[src/rtl/mmio_uart_tx_fifo_pkg.sv]
// uart_pkg: shared constants for the MMIO UART transmitter.
//   - transmit FSM state encoding
//   - status word bit positions
//   - default bus addresses for the data and status registers
package uart_pkg;

    typedef logic [1:0] tx_state_t;

    localparam tx_state_t ST_IDLE  = 2'd0;
    localparam tx_state_t ST_START = 2'd1;
    localparam tx_state_t ST_DATA  = 2'd2;
    localparam tx_state_t ST_STOP  = 2'd3;

    localparam int STAT_BUSY    = 0;
    localparam int STAT_FULL    = 1;
    localparam int STAT_EMPTY   = 2;
    localparam int STAT_OVF     = 3;
    localparam int STAT_CNT_LSB = 8;
    localparam int STAT_CNT_MSB = 15;

    localparam logic [31:0] DEF_DATA_ADDR   = 32'h0000_2001;
    localparam logic [31:0] DEF_STATUS_ADDR = 32'h0000_2002;

endpackage

[src/rtl/mmio_uart_tx_fifo_if.sv]
// CPU data-memory bus as seen by the UART transmitter.
//   bus_addr/bus_wdata/bus_write/bus_read : driven by the CPU (master)
//   bus_rdata                             : status word back to the CPU
//   stall                                 : request to freeze the CPU
interface mmio_uart_tx_fifo_if;
    logic [31:0] bus_addr;
    logic [31:0] bus_wdata;
    logic        bus_write;
    logic        bus_read;
    logic [31:0] bus_rdata;
    logic        stall;

    modport master (
        output bus_addr, bus_wdata, bus_write, bus_read,
        input  bus_rdata, stall
    );

    modport slave (
        input  bus_addr, bus_wdata, bus_write, bus_read,
        output bus_rdata, stall
    );
endinterface

[src/rtl/mmio_uart_tx_fifo_sync_fifo.sv]
// sync_fifo: single-clock FIFO with registered storage.
//   clk, rstn          : clock, async active-low reset
//   i_push, i_wdata    : write request/data (ignored while full)
//   i_pop              : read request (ignored while empty)
//   o_rdata            : head entry (valid while not empty)
//   o_full, o_empty    : occupancy flags
//   o_count            : number of stored entries, 0..DEPTH
module sync_fifo #(
    parameter int WIDTH = 8,
    parameter int DEPTH = 16
) (
    input  logic                     clk,
    input  logic                     rstn,
    input  logic                     i_push,
    input  logic [WIDTH-1:0]         i_wdata,
    input  logic                     i_pop,
    output logic [WIDTH-1:0]         o_rdata,
    output logic                     o_full,
    output logic                     o_empty,
    output logic [$clog2(DEPTH):0]   o_count
);
    localparam int AW = $clog2(DEPTH);

    logic [WIDTH-1:0] r_mem [DEPTH];
    logic [AW-1:0]    r_wptr;
    logic [AW-1:0]    r_rptr;
    logic [AW:0]      r_count;
    logic             w_push;
    logic             w_pop;

    // Full is the pre-edge flag, so a push into a full FIFO is refused
    // even when a pop frees a slot on the same edge.
    assign o_full  = (r_count == (AW+1)'(DEPTH));
    assign o_empty = (r_count == '0);
    assign o_count = r_count;
    assign o_rdata = r_mem[r_rptr];
    assign w_push  = i_push && !o_full;
    assign w_pop   = i_pop && !o_empty;

    always_ff @(posedge clk) begin
        if (w_push) begin
            r_mem[r_wptr] <= i_wdata;
        end
    end

    // DEPTH is a power of two, so pointer overflow is the modulo wrap.
    always_ff @(posedge clk or negedge rstn) begin
        if (!rstn) begin
            r_wptr  <= '0;
            r_rptr  <= '0;
            r_count <= '0;
        end else begin
            if (w_push) begin
                r_wptr <= r_wptr + 1'b1;
            end
            if (w_pop) begin
                r_rptr <= r_rptr + 1'b1;
            end
            case ({w_push, w_pop})
                2'b10:   r_count <= r_count + 1'b1;
                2'b01:   r_count <= r_count - 1'b1;
                default: r_count <= r_count;
            endcase
        end
    end
endmodule

[src/rtl/mmio_uart_tx_fifo.sv]
// mmio_uart_tx_fifo: memory-mapped 8N1 UART transmitter with a TX FIFO.
//   clk, rstn  : clock, async active-low reset
//   bus        : CPU bus (slave side) - byte writes to DATA_ADDR push,
//                STATUS_ADDR reads return status, writes with bit3 clear
//                the sticky overflow flag; stall requested on full FIFO
//   tx         : registered serial output, idle high
//   irq_empty  : FIFO empty and transmitter idle
//
//   state    | meaning
//   ST_IDLE  | line high, waiting for a byte in the FIFO
//   ST_START | start bit (low) for BAUD_DIV clocks
//   ST_DATA  | 8 data bits LSB first, BAUD_DIV clocks each
//   ST_STOP  | stop bit (high); last clock may chain into the next frame
module mmio_uart_tx_fifo
    import uart_pkg::*;
#(
    parameter int          BAUD_DIV      = 104,
    parameter int          FIFO_DEPTH    = 16,
    parameter logic [31:0] DATA_ADDR     = DEF_DATA_ADDR,
    parameter logic [31:0] STATUS_ADDR   = DEF_STATUS_ADDR,
    parameter bit          STALL_ON_FULL = 1'b1
) (
    input  logic                 clk,
    input  logic                 rstn,
    mmio_uart_tx_fifo_if.slave   bus,
    output logic                 tx,
    output logic                 irq_empty
);
    localparam int          CW        = $clog2(FIFO_DEPTH) + 1;
    localparam logic [15:0] BAUD_LAST = 16'(BAUD_DIV - 1);

    tx_state_t   r_state;
    logic [15:0] r_baud_cnt;
    logic [2:0]  r_bit_idx;
    logic [7:0]  r_shift;
    logic        r_tx;
    logic        r_ovf;

    logic          w_data_wr;
    logic          w_stat_wr;
    logic          w_push;
    logic          w_pop;
    logic          w_full;
    logic          w_empty;
    logic [7:0]    w_head;
    logic [CW-1:0] w_count;
    logic [7:0]    w_cnt_field;
    logic          w_busy;
    logic          w_bit_end;

    assign w_data_wr = bus.bus_write && (bus.bus_addr == DATA_ADDR);
    assign w_stat_wr = bus.bus_write && (bus.bus_addr == STATUS_ADDR);
    assign w_push    = w_data_wr && !w_full;
    assign w_busy    = (r_state != ST_IDLE);
    assign w_bit_end = (r_baud_cnt == 16'd0);

    // Pop when idle, or on the final stop clock so frames chain without a gap.
    assign w_pop = !w_empty &&
                   ((r_state == ST_IDLE) || ((r_state == ST_STOP) && w_bit_end));

    sync_fifo #(
        .WIDTH (8),
        .DEPTH (FIFO_DEPTH)
    ) u_fifo (
        .clk     (clk),
        .rstn    (rstn),
        .i_push  (w_push),
        .i_wdata (bus.bus_wdata[7:0]),
        .i_pop   (w_pop),
        .o_rdata (w_head),
        .o_full  (w_full),
        .o_empty (w_empty),
        .o_count (w_count)
    );

    // The status count field is 8 bits; a completely full 256-deep FIFO
    // reports 255 rather than wrapping to 0.
    assign w_cnt_field = (32'(w_count) > 32'd255) ? 8'hFF : 8'(w_count);

    assign bus.stall = STALL_ON_FULL && w_data_wr && w_full;
    assign tx        = r_tx;
    assign irq_empty = w_empty && !w_busy;

    always_comb begin
        bus.bus_rdata = '0;
        if (bus.bus_read && (bus.bus_addr == STATUS_ADDR)) begin
            bus.bus_rdata[STAT_BUSY]                 = w_busy;
            bus.bus_rdata[STAT_FULL]                 = w_full;
            bus.bus_rdata[STAT_EMPTY]                = w_empty;
            bus.bus_rdata[STAT_OVF]                  = r_ovf;
            bus.bus_rdata[STAT_CNT_MSB:STAT_CNT_LSB] = w_cnt_field;
        end
    end

    // A new drop wins over a coincident clear.
    always_ff @(posedge clk or negedge rstn) begin
        if (!rstn) begin
            r_ovf <= 1'b0;
        end else if (!STALL_ON_FULL && w_data_wr && w_full) begin
            r_ovf <= 1'b1;
        end else if (w_stat_wr && bus.bus_wdata[STAT_OVF]) begin
            r_ovf <= 1'b0;
        end
    end

    always_ff @(posedge clk or negedge rstn) begin
        if (!rstn) begin
            r_state    <= ST_IDLE;
            r_baud_cnt <= '0;
            r_bit_idx  <= '0;
            r_shift    <= '0;
            r_tx       <= 1'b1;
        end else begin
            case (r_state)
                ST_IDLE: begin
                    if (w_pop) begin
                        r_state    <= ST_START;
                        r_shift    <= w_head;
                        r_baud_cnt <= BAUD_LAST;
                        r_tx       <= 1'b0;
                    end
                end
                ST_START: begin
                    if (w_bit_end) begin
                        r_state    <= ST_DATA;
                        r_baud_cnt <= BAUD_LAST;
                        r_bit_idx  <= '0;
                        r_tx       <= r_shift[0];
                    end else begin
                        r_baud_cnt <= r_baud_cnt - 1'b1;
                    end
                end
                ST_DATA: begin
                    if (w_bit_end) begin
                        r_baud_cnt <= BAUD_LAST;
                        if (r_bit_idx == 3'd7) begin
                            r_state <= ST_STOP;
                            r_tx    <= 1'b1;
                        end else begin
                            r_bit_idx <= r_bit_idx + 1'b1;
                            r_shift   <= {1'b0, r_shift[7:1]};
                            r_tx      <= r_shift[1];
                        end
                    end else begin
                        r_baud_cnt <= r_baud_cnt - 1'b1;
                    end
                end
                ST_STOP: begin
                    if (w_bit_end) begin
                        if (w_pop) begin
                            r_state    <= ST_START;
                            r_shift    <= w_head;
                            r_baud_cnt <= BAUD_LAST;
                            r_tx       <= 1'b0;
                        end else begin
                            r_state <= ST_IDLE;
                        end
                    end else begin
                        r_baud_cnt <= r_baud_cnt - 1'b1;
                    end
                end
                default: r_state <= ST_IDLE;
            endcase
        end
    end
endmodule

[src/flat_wrapper.sv]
// flat-port wrapper written by rule: the top's interface ports become plain ports
module mmio_uart_tx_fifo_flat import uart_pkg::*;
#(
    parameter int          BAUD_DIV      = 104,
    parameter int          FIFO_DEPTH    = 16,
    parameter logic [31:0] DATA_ADDR     = DEF_DATA_ADDR,
    parameter logic [31:0] STATUS_ADDR   = DEF_STATUS_ADDR,
    parameter bit          STALL_ON_FULL = 1'b1
)
  (clk, rstn, tx, irq_empty, bus_bus_addr, bus_bus_wdata, bus_bus_write, bus_bus_read, bus_bus_rdata, bus_stall);
  mmio_uart_tx_fifo_if bus_i ();
  input  logic clk;
  input  logic rstn;
  output logic tx;
  output logic irq_empty;
  input wire logic [$bits(bus_i.bus_addr)-1:0] bus_bus_addr;
  input wire logic [$bits(bus_i.bus_wdata)-1:0] bus_bus_wdata;
  input wire logic [$bits(bus_i.bus_write)-1:0] bus_bus_write;
  input wire logic [$bits(bus_i.bus_read)-1:0] bus_bus_read;
  output wire logic [$bits(bus_i.bus_rdata)-1:0] bus_bus_rdata;
  output wire logic [$bits(bus_i.stall)-1:0] bus_stall;
  assign bus_i.bus_addr = bus_bus_addr;
  assign bus_i.bus_wdata = bus_bus_wdata;
  assign bus_i.bus_write = bus_bus_write;
  assign bus_i.bus_read = bus_bus_read;
  assign bus_bus_rdata = bus_i.bus_rdata;
  assign bus_stall = bus_i.stall;
  mmio_uart_tx_fifo #(.BAUD_DIV(BAUD_DIV), .FIFO_DEPTH(FIFO_DEPTH), .DATA_ADDR(DATA_ADDR), .STATUS_ADDR(STATUS_ADDR), .STALL_ON_FULL(STALL_ON_FULL)) u_core (.clk(clk), .rstn(rstn), .bus(bus_i), .tx(tx), .irq_empty(irq_empty));
endmodule
[config.mk]
export PLATFORM = sky130hd
export DESIGN_NAME = mmio_uart_tx_fifo_flat
export DESIGN_NICKNAME = d
export VERILOG_FILES = /design/src/rtl/mmio_uart_tx_fifo_pkg.sv /design/src/rtl/mmio_uart_tx_fifo_if.sv /design/src/rtl/mmio_uart_tx_fifo_sync_fifo.sv /design/src/rtl/mmio_uart_tx_fifo.sv /design/src/flat_wrapper.sv
export SDC_FILE = /design/constraint.sdc
export NUM_CORES = 1
export LEC_CHECK = 0
export BUFFER_PORTS_ARGS = -buffer_cell sky130_fd_sc_hd__buf_2
export CELL_PAD_IN_SITES_DETAIL_PLACEMENT = 0
export CELL_PAD_IN_SITES_GLOBAL_PLACEMENT = 1
export CORE_UTILIZATION = 30
export CTS_CLUSTER_SIZE = 28
export DETAILED_ROUTE_END_ITERATION = 6
export PLACE_DENSITY_LB_ADDON = 0.05
export SYNTH_ARGS = -nofsm -noshare
export SYNTH_HDL_FRONTEND = slang
export SYNTH_SLANG_ARGS = --single-unit
[constraint.sdc]
create_clock -name clk -period 3.36 [get_ports clk]
set_input_delay 0.336 -clock clk [delete_from_list [all_inputs] [get_ports clk]]
set_output_delay 0.336 -clock clk [all_outputs]
set_load 0.005 [all_outputs]
Yosys cells after proc, flatten, opt, wreduce, memory -nomap -nowiden --
Memory sizes are Yosys's and may differ from the RTL's. Index checks and enable logic that the tools add are counted.
Storage, ports and cells: output and inout bits 35, bits in read-only memories 0, memories 1, latch bits 0, RAM bits 128, input bits 68, flip-flop bits (word level) 43, logic and storage cells 86
Memory list:
- u_core.u_fifo.r_mem | words 16, bits a word 8, read ports 1, clocked after Yosys merged registers in 0, wr ports 1, RTL line mmio_uart_tx_fifo_sync_fifo.sv:24 | logic [WIDTH-1:0] r_mem [DEPTH];
Operators by class: divide/modulo/power cells 0, add/sub/neg operators 6, multiply operators 0, bitwise operators 0, eq/ne operators 15, reduce and logical (&&, ||, !) cells 25, shifts and indexed selects 0, order comparisons 0, mux-type cells 31
Operator list (number):
- 32-bit by 14-bit == test with 1-bit output, second input constant | 2
- 16-bit 2-to-1 mux | 3
- 16-bit one-hot mux with 3 select lines | 1
- 8-bit 2-to-1 mux | 4
- 8-bit one-hot mux with 3 select lines | 1
- 16-bit logical NOT | 1
- 16-bit by 1-bit subtractor with 16-bit output, second input constant | 1
- 3-bit 2-to-1 mux | 4
- 2-bit 2-to-1 mux | 5
- 5-bit one-hot mux with 2 select lines | 1
- 1-bit logical AND | 9
- 4-bit by 1-bit adder with 4-bit output, second input constant | 2
- 1-bit 2-to-1 mux | 8
- 2-bit by 1-bit inequality test with 1-bit output, second input constant | 4
- 2-bit one-hot mux with 4 select lines | 1
- 4-bit AND reduction | 2
- 2-bit == test, second input constant | 3
- 3-bit one-hot mux with 2 select lines | 1
- 2-bit nonzero test | 3
- 5-bit by 1-bit adder with 5-bit output, second input constant | 1
- 5-bit == test, second input constant | 1
- 5-bit logical NOT | 1
- 5-bit 2-to-1 mux | 1
- 5-bit AND reduction | 1
- other kinds (12) | 16

Depth between registers and ports, before layout --
Gate-level depths: netlist (run 1).
depth in word-level cells 7, depth in mapped cells 14, depth with buffers taken out 14

By module --
Synthesis (run 1) repeated with hierarchy kept, for this count alone.
Unflattened totals: cell total of the unflattened synthesis 584, area, all modules 7942.6 um2
Modules (own cells, without submodules):
- sync_fifo | area each 5779.3 um2, cells each 332, times used 1, sequential area each 4169.0 um2
- mmio_uart_tx_fifo | area each 2163.3 um2, cells each 252, times used 1, sequential area each 752.0 um2

Least setup slack after synthesis (run 1) --
OpenSTA, ideal clock, no wires.
kind reg-to-reg, start point reg u_core.r_baud_cnt[0], end point reg u_core.u_fifo.r_count[4], in the netlist u_core.u_fifo.o_count[4], cell stages (with the launch flop) 15, required time 3.281 ns, slack 0.285 ns, arrival 2.996 ns, clock period less this slack 3.075 ns, setup time 0.079 ns, buffers on the path 0, path through dfrtp_1 -> inv_1 -> ha_1 -> nor3b_1 -> and4_1 -> a21oi_1 -> nor2_1 -> ha_1 -> inv_1 -> fa_1 -> nor2b_1 -> o21ai_0 -> and3_1 -> nor3_1 -> xor2_1
On the way: longest elaborated chain between the ends 7, elaborated cells between the ends (all ways) 9, those cells by class 2 x eq/ne; 1 x mux; 6 x reduce/logical
Ends and longest elaborated chain:
- start, declared | RTL line mmio_uart_tx_fifo.sv:33 | logic [15:0] r_baud_cnt;
- start signal, assigned | RTL line mmio_uart_tx_fifo.sv:130 | r_baud_cnt <= r_baud_cnt - 1'b1;
- start signal, assigned | RTL line mmio_uart_tx_fifo.sv:145 | r_baud_cnt <= r_baud_cnt - 1'b1;
- start signal, assigned | RTL line mmio_uart_tx_fifo.sv:159 | r_baud_cnt <= r_baud_cnt - 1'b1;
- 16-bit logical NOT (*) | RTL line mmio_uart_tx_fifo.sv:55 | assign w_bit_end = (r_baud_cnt == 16'd0);
- 1-bit logical AND (*) | RTL line mmio_uart_tx_fifo.sv:59 | ((r_state == ST_IDLE) || ((r_state == ST_STOP) && w_bit_end));
- 1-bit logical OR (*) | RTL line mmio_uart_tx_fifo.sv:59
- 1-bit logical AND (*) | RTL line mmio_uart_tx_fifo.sv:58 | assign w_pop = !w_empty &&
- 1-bit logical AND (*) | RTL line mmio_uart_tx_fifo_sync_fifo.sv:38 | assign w_pop = i_pop && !o_empty;
- 2-bit by 1-bit == test with 1-bit output or 2-bit == test (tied branches) | RTL line mmio_uart_tx_fifo_sync_fifo.sv:59 | case ({w_push, w_pop})
- 5-bit one-hot mux with 2 select lines or 2-bit nonzero test (tied branches)
- end signal, assigned | RTL line mmio_uart_tx_fifo_sync_fifo.sv:60 | 2'b10: r_count <= r_count + 1'b1;
- end signal, assigned | RTL line mmio_uart_tx_fifo_sync_fifo.sv:61 | 2'b01: r_count <= r_count - 1'b1;
- end signal, assigned | RTL line mmio_uart_tx_fifo_sync_fifo.sv:62 | default: r_count <= r_count;
- end, declared | RTL line mmio_uart_tx_fifo_sync_fifo.sv:27 | logic [AW:0] r_count;
Mark *: on every way between the ends. The rest lies on a longest branch, timed or not. A chain may end at the register's enable or synchronous reset.

Final worst setup path (run 1) --
start point reg u_core.r_baud_cnt[1], end point reg u_core.u_fifo.r_count[4], in the netlist u_core.u_fifo.o_count[4]
Same word-level chain as after synthesis.

==> results of run 1 <==
where the power goes:
part	total, µW	switching [µW]	internal, µW
clock network	1940	948	991
logic	123	57.0	66.3
registers	2340	27.2	2310
cells by family (layout without fill, tap and decap cells):
| logic type | after synthesis | after routing |
|---|---|---|
| DFF | 171 | 171 |
| other | 1 | 24 |
| muxes | 50 | 50 |
| and+or+nand+nor | 151 | 151 |
| xor gates and xnor gates | 10 | 10 |
| buffers and inverters | 68 | 133 |
| AOI/OAI and AO/OA | 91 | 91 |
| adders and majority gates | 19 | 19 |
what timing repair did:
item,CTS,global route
gates resized for setup,0,1
setup buffers,0,0
hold endpoints to repair,19,0
hold buffers,1,0
setup endpoints to repair,0,1
final cells by class:
class,count,area (µm²),share of cell area (%)
flip-flops and latches,171,4923,52.49
multi-input cells,345,2888,30.79
repair buffers,84,510.5,5.442
clock buffers,17,425.4,4.535
well taps,335,419.2,4.468
clock inverters,15,150.1,1.601
inverters,17,63.81,0.6803
final timing paths:
path / slack [ps] / cells past startpoint / end / start
max: 270 / 14 / u_core.u_fifo.o_count[4] / u_core.r_baud_cnt[1]
max in group asynchronous: 2140 / 3 / u_core.tx / rstn
min in group asynchronous: 410 / 2 / u_core.r_baud_cnt[9] / rstn
max reg2reg: 270 / 14 / u_core.u_fifo.o_count[4] / u_core.r_baud_cnt[1]
min reg2reg: 520 / 1 / u_core.r_shift[3] / u_core.r_shift[3]
min: 290 / 1 / u_core.u_fifo.r_mem[9][7] / bus_bus_wdata[7]
stage by stage:
| step | total power [µW] | setup WS (ps) |
|---|---|---|
| 4_1_cts | 4447 | 187.3 |
| 3_3_place_gp | 2500 | 276.5 |
| 6_report | 4397 | 272.7 |
| 2_1_floorplan | 2450 | 285.0 |
| 3_5_place_dp | 2504 | 207.4 |
| 5_1_grt | 4550 | 18.59 |
worst reg2reg max path, stage by stage (launching register included):
cell	delay (ps)
dfrtp_1	410
inv_1	100
ha_1	160
nor3b_1	240
and4_1	270
a21oi_1	160
nor2_2	180
ha_1	250
inv_1	100
fa_1	410
nor2b_1	120
o21ai_0	100
and3_1	190
nor3_1	180
xor2_1	160
sequential cells by signal (all words and copies together) (netlist names):
| signal | count |
|---|---|
| u_core.r_baud_cnt | 16 |
| u_core.r_shift | 8 |
| u_core.u_fifo.r_mem | 128 |
| u_core.u_fifo.r_wptr | 4 |
| u_core.r_state | 2 |
| u_core.r_bit_idx | 3 |
| u_core.u_fifo.o_count | 5 |
| u_core.tx | 1 |
| u_core.u_fifo.r_rptr | 4 |
metal layers:
metal	share of wire (%)	vias up
li1	-	2288
met1	47	2521
met2	50	80
met3	2.0	20
met4	1.2	0
met5	0	-
synth_stat cells, types with 8 or more instances:
library cell and number:
edfxtp_1 128, dfrtp_1 42, buf_4 26, nand2_1 25
mux4_2 23, nor2_1 22, ha_1 18, a21oi_1 17
mux2i_1 16, nand3_1 16, inv_1 15, nor2b_1 14
nor4_1 13, a211oi_1 12, buf_2 12, a31oi_1 9
and2_1 9, clkbuf_1 9, o211ai_1 9, and4b_1 8
mux2_4 8
==> impl_metrics.tcl, run 1 <==
set metrics [dict create \
    cpMaxStageDelayCell "dfrtp_1" \
    rows 59 \
    yosys_warnings 0 \
    critical_path_class "flop to flop" \
    maxSlewViolCount 0 \
    fmax_mhz 323.9 \
    min_period_over_period_pct 91.88 \
    wl_per_cell_um 19.84 \
    drtIter0Drc 272 \
    port_buffers 54 \
    synth_compound_area_share_pct 8.203 \
    fin_worst_skew_ps 17.95 \
    seq_area_frac_synth_pct 60.99 \
    cp_cell_sequence "inv_1 > ha_1 > nor3b_1 > and4_1 > a21oi_1 > nor2_2 > ha_1 > inv_1 > fa_1 > nor2b_1 > o21ai_0 > and3_1 > nor3_1 > xor2_1" \
    grt_pass1_wl_um 30400 \
    synth_top_family_by_area "simple AND/OR/NAND/NOR gates" \
    ys_seq_elements 171 \
    met2_usage_pct 25.04 \
    drt_pass1_iterations 7 \
    p_leak_uw 0.003430 \
    synthAdderAreaFrac_pct 3.039 \
    numClockSinks 171 \
    layout_common_cells "128 x edfxtp_1, 54 x buf_2, 40 x dfrtp_1, 28 x buf_4, 25 x nand2_1" \
    yosysTopAreaCellShare_pct 47.64 \
    cts_buffer_depth 2 \
    synthMuxAreaShare_pct 10.31 \
    initial_core_util_pct 30.79 \
    failed_checks "DRC" \
    root_buffer "clkbuf_16" \
    busiest_layer "met2" \
    cp_max_fo 4 \
    core-area_um2 26210 \
    final_common_cell "edfxtp_1" \
    syn_area_per_cell_um2 14.38 \
    fin_hold_ws_ps 292.6 \
    setup_viol 0 \
    synth-edff-count 128 \
    gp_congestion 0.7243 \
    max_slew_margin_pct 50.54 \
    fill_cells 2492 \
    synth_xor_area_share_pct 1.085 \
    cts_tree "built" \
    outcome "complete, but fails checks" \
    fp.dieW_um 166 \
    place_area_um2 8792 \
    vdd_drop_max_mv 0.2347 \
    final.setup.tns_ps 0 \
    dp_hpwl_um 13450 \
    grt_util_met3_pct 2.669 \
    synth_area_um2 8069 \
    ys_types 66 \
    slowest_delay_ps 410 \
    dr_total_vias 4909 \
    cts_buffers 17 \
    cp-end-kind "flop" \
    yosys-top-cells-area "edfxtp_1 48%, dfrtp_1 13%, mux4_2 6.4%" \
    die_h_um 166 \
    pwr_density_cell_nw_per_um2 468.7 \
    ant_nets 0 \
    antenna_found_initial 0 \
    yosys.area_share.simple_pct 11.77 \
    grt.overflow.total 0 \
    fin_crit_ps 3087 \
    hold_class "input port to flop" \
    dp.cells 951 \
    gr-usage-all-layers_pct 14.75 \
    die_area_um2 27560 \
    hold_viol 0 \
    grt_pass1_vias 5118 \
    cpLargestDelayFamily "simple AND/OR/NAND/NOR gates" \
    num_antenna_cells 0 \
    crit_buf_inv 2 \
    nets 723 \
    drc_errors 6 \
    syn_inst 561 \
    use_met1_pct 19.21 \
    rsz0062_at_grt "false" \
    grt_start_max_net_pins 28 \
    arrival_ps 3440 \
    drv_cap 0 \
    drive_above_1_share_pct 25.89 \
    clk_latency_ps 440 \
    worstMarginPinSlew_ps 741.9 \
    clk_pin_slew_worst_paths_ps 70 \
    cts_max_level 4 \
    synthArstFlopShare_pct 25.15 \
    fin_util_pct 35.79 \
    synth_ff_type "edfxtp_1" \
    final_cells 984 \
    area_growth_pct 16.25 \
    post_drt_via_cell_ratio 4.989 \
    stdcell_area_um2 9380 \
    yosys.area.top_type "edfxtp_1" \
    ios 103 \
    drt-total-wl_um 19520 \
    cp.required_ps 3720 \
    worst_setup_path_start_kind "flop" \
]
Power figures use the tool's default switching activity.
==> inputs of run 2 (changes only) <==
--- a/config.mk
+++ b/config.mk
@@ -8,6 +8,7 @@
 export BUFFER_PORTS_ARGS = -buffer_cell sky130_fd_sc_hd__buf_2
 export CELL_PAD_IN_SITES_DETAIL_PLACEMENT = 0
 export CELL_PAD_IN_SITES_GLOBAL_PLACEMENT = 1
+export CORE_ASPECT_RATIO = 1.75
 export CORE_UTILIZATION = 30
 export CTS_CLUSTER_SIZE = 28
 export DETAILED_ROUTE_END_ITERATION = 6
==> impl_metrics.tcl, run 2 (synthesis gave the netlist of run 1 again) <==
set metrics [dict create \
    nets 720 \
    min_period_over_period_pct 90.50 \
    grt.overflow.total 0 \
    maxSlewViolCount 0 \
    cp-end-kind "flop" \
    routed-wl-met3_um 301 \
    highest_layer "met4" \
    gp_congestion 0.7188 \
    vdd_drop_max_mv 0.3662 \
    setup_viol 0 \
    wl_per_cell_um 20.88 \
    ios 103 \
    clk_pin_slew_worst_paths_ps 70 \
    port_buffers 54 \
    final.setup.tns_ps 0 \
    p_leak_uw 0.003399 \
    fmax_mhz 328.9 \
    drv_cap 0 \
    critical_path_class "flop to flop" \
    worstRegToRegCells 13 \
    cts_setup_buffers 0 \
    cp_max_fo 5 \
    stdcell_area_um2 9300 \
    drive_above_1_share_pct 25.27 \
    top_regs "u_core.u_fifo.r_mem: 128 flops, u_core.r_baud_cnt: 16 flops, u_core.r_shift: 8 flops" \
    drc_errors 0 \
    numClockSinks 171 \
    wl_met2_um 12200 \
    cpMaxStageDelayCell "dfrtp_1" \
    dp_hpwl_um 14680 \
    place_area_um2 8751 \
    grt_pass1_wl_um 31500 \
    cts_tree "built" \
    max_slew_margin_pct 24.44 \
    antenna_found_initial 0 \
    cp.required_ps 3720 \
    dr_total_vias 4763 \
    die_h_um 219.0 \
    cts_buffers 17 \
    rsz0062_at_grt "false" \
    gr-usage-all-layers_pct 15.87 \
    grt_start_max_net_pins 44 \
    hold_viol 0 \
    pwr_density_cell_nw_per_um2 465.1 \
    clk_latency_ps 440 \
    worst_setup_path_start_kind "flop" \
    final_cells 969 \
    largest_reg_flops 128 \
    initial_core_util_pct 30.46 \
    wl_met1_um 7243 \
    core-area_um2 26490 \
    num_antenna_cells 0 \
    die_area_um2 27580 \
    outcome "finished, final reports clean" \
    drtIter0Drc 157 \
    fin_crit_ps 3041 \
    slowest_delay_ps 440 \
    drt_pass1_iterations 6 \
    cts_hold_buf 0 \
    arrival_ps 3400 \
    hold_class "input port to asynchronous set/reset pin" \
    worstMarginPinSlew_ps 1133 \
    regMostFlops "u_core.u_fifo.r_mem" \
    grt_pass1_vias 5251 \
    layout_common_cells "128 x edfxtp_1, 54 x buf_2, 40 x dfrtp_1, 27 x buf_4, 25 x nand2_1" \
    dp.cells 938 \
    cp_cell_sequence "nor4_2 > buf_4 > and4_1 > a21oi_1 > nor2_2 > ha_1 > inv_1 > fa_1 > nor2b_1 > o21ai_0 > and3_1 > nor3_1 > xor2_1" \
    post_drt_via_cell_ratio 4.915 \
    cts_max_level 4 \
    area_growth_pct 15.26 \
    root_buffer "clkbuf_16" \
    cts_buffer_depth 2 \
    rows 79 \
    fp.dieW_um 126.0 \
    drt-total-wl_um 20240 \
    final_common_cell "edfxtp_1" \
    fin_worst_skew_ps 9.741 \
    ant_nets 0 \
]
==> run 2: cell count changes in the layout (fill, tap and decap cells not counted), sizes merged <==
cell         change
inv              -4
buf              -2
bufinv           +1
clkbuf           +1
clkinv           +1
dlygate4sd3      -1
==> run 2: worst max-delay path: cells and delay by family (launching register included) <==
| kind | cells | cell delay (ps) |
|---|---|---|
| xor+xnor | 1 | 160 |
| simple gates | 6 | 1180 |
| flops | 1 | 440 |
| buf+inv | 2 | 290 |
| compound gates | 2 | 230 |
| fa+ha+maj | 2 | 670 |
==> run 2: power breakdown <==
part	internal (µW)	switching, µW	leakage [µW]	total, µW
sequential	2310	23.4	0.00173	2330
clock	1020	850	0.000259	1870
combinational	64.9	57.0	0.00141	122
==> run 2: stage by stage <==
step           util (%)  setup WS [ps]  power, µW  hold slack (ps)
4_1_cts           35.10          196.2       4390            143.1
5_1_grt           35.11          20.40       4486            177.1
2_1_floorplan         -          285.0       2450            40.41
3_5_place_dp      33.03          224.8       2499            500.9
6_report          35.11          319.2       4325            117.2
3_3_place_gp      33.03          247.4       2494            495.7
==> run 2: repair_timing <==
| action | CTS | global route |
|---|---|---|
| resized for setup | 0 | 1 |
| endpoints found under the setup margin | 0 | 1 |
| endpoints found under the hold margin | 0 | 0 |
==> run 2: area by class of cell <==
cell class | instances | area, µm²
clock buffers | 18 | 429.2
clock inverters | 13 | 117.6
fillers | 2598 | 17190
inverters | 17 | 63.81
multi-input cells | 345 | 2888
flip-flops and latches | 171 | 4923
well taps | 324 | 405.4
repair buffers | 81 | 473.0
==> run 2: worst paths after layout <==
path	to	slack (ps)	from
setup / recovery	u_core.u_fifo.o_count[4]	320	u_core.r_baud_cnt[8]
hold / removal	u_core.r_baud_cnt[8]	120	rstn
setup reg to reg	u_core.u_fifo.o_count[4]	320	u_core.r_baud_cnt[8]
hold reg to reg	u_core.r_baud_cnt[15]	520	u_core.r_baud_cnt[15]
max in group asynchronous	u_core.u_fifo.r_rptr[1]	2470	rstn
min in group clk	u_core.u_fifo.r_mem[0][6]	280	bus_bus_wdata[6]
==> run 2: per-layer routing <==
layer  up-vias  track usage, %
met5         -               0
met4         0           6.787
met3        23           2.804
met2        40           31.93
met1      2422           15.51
li1       2278               -
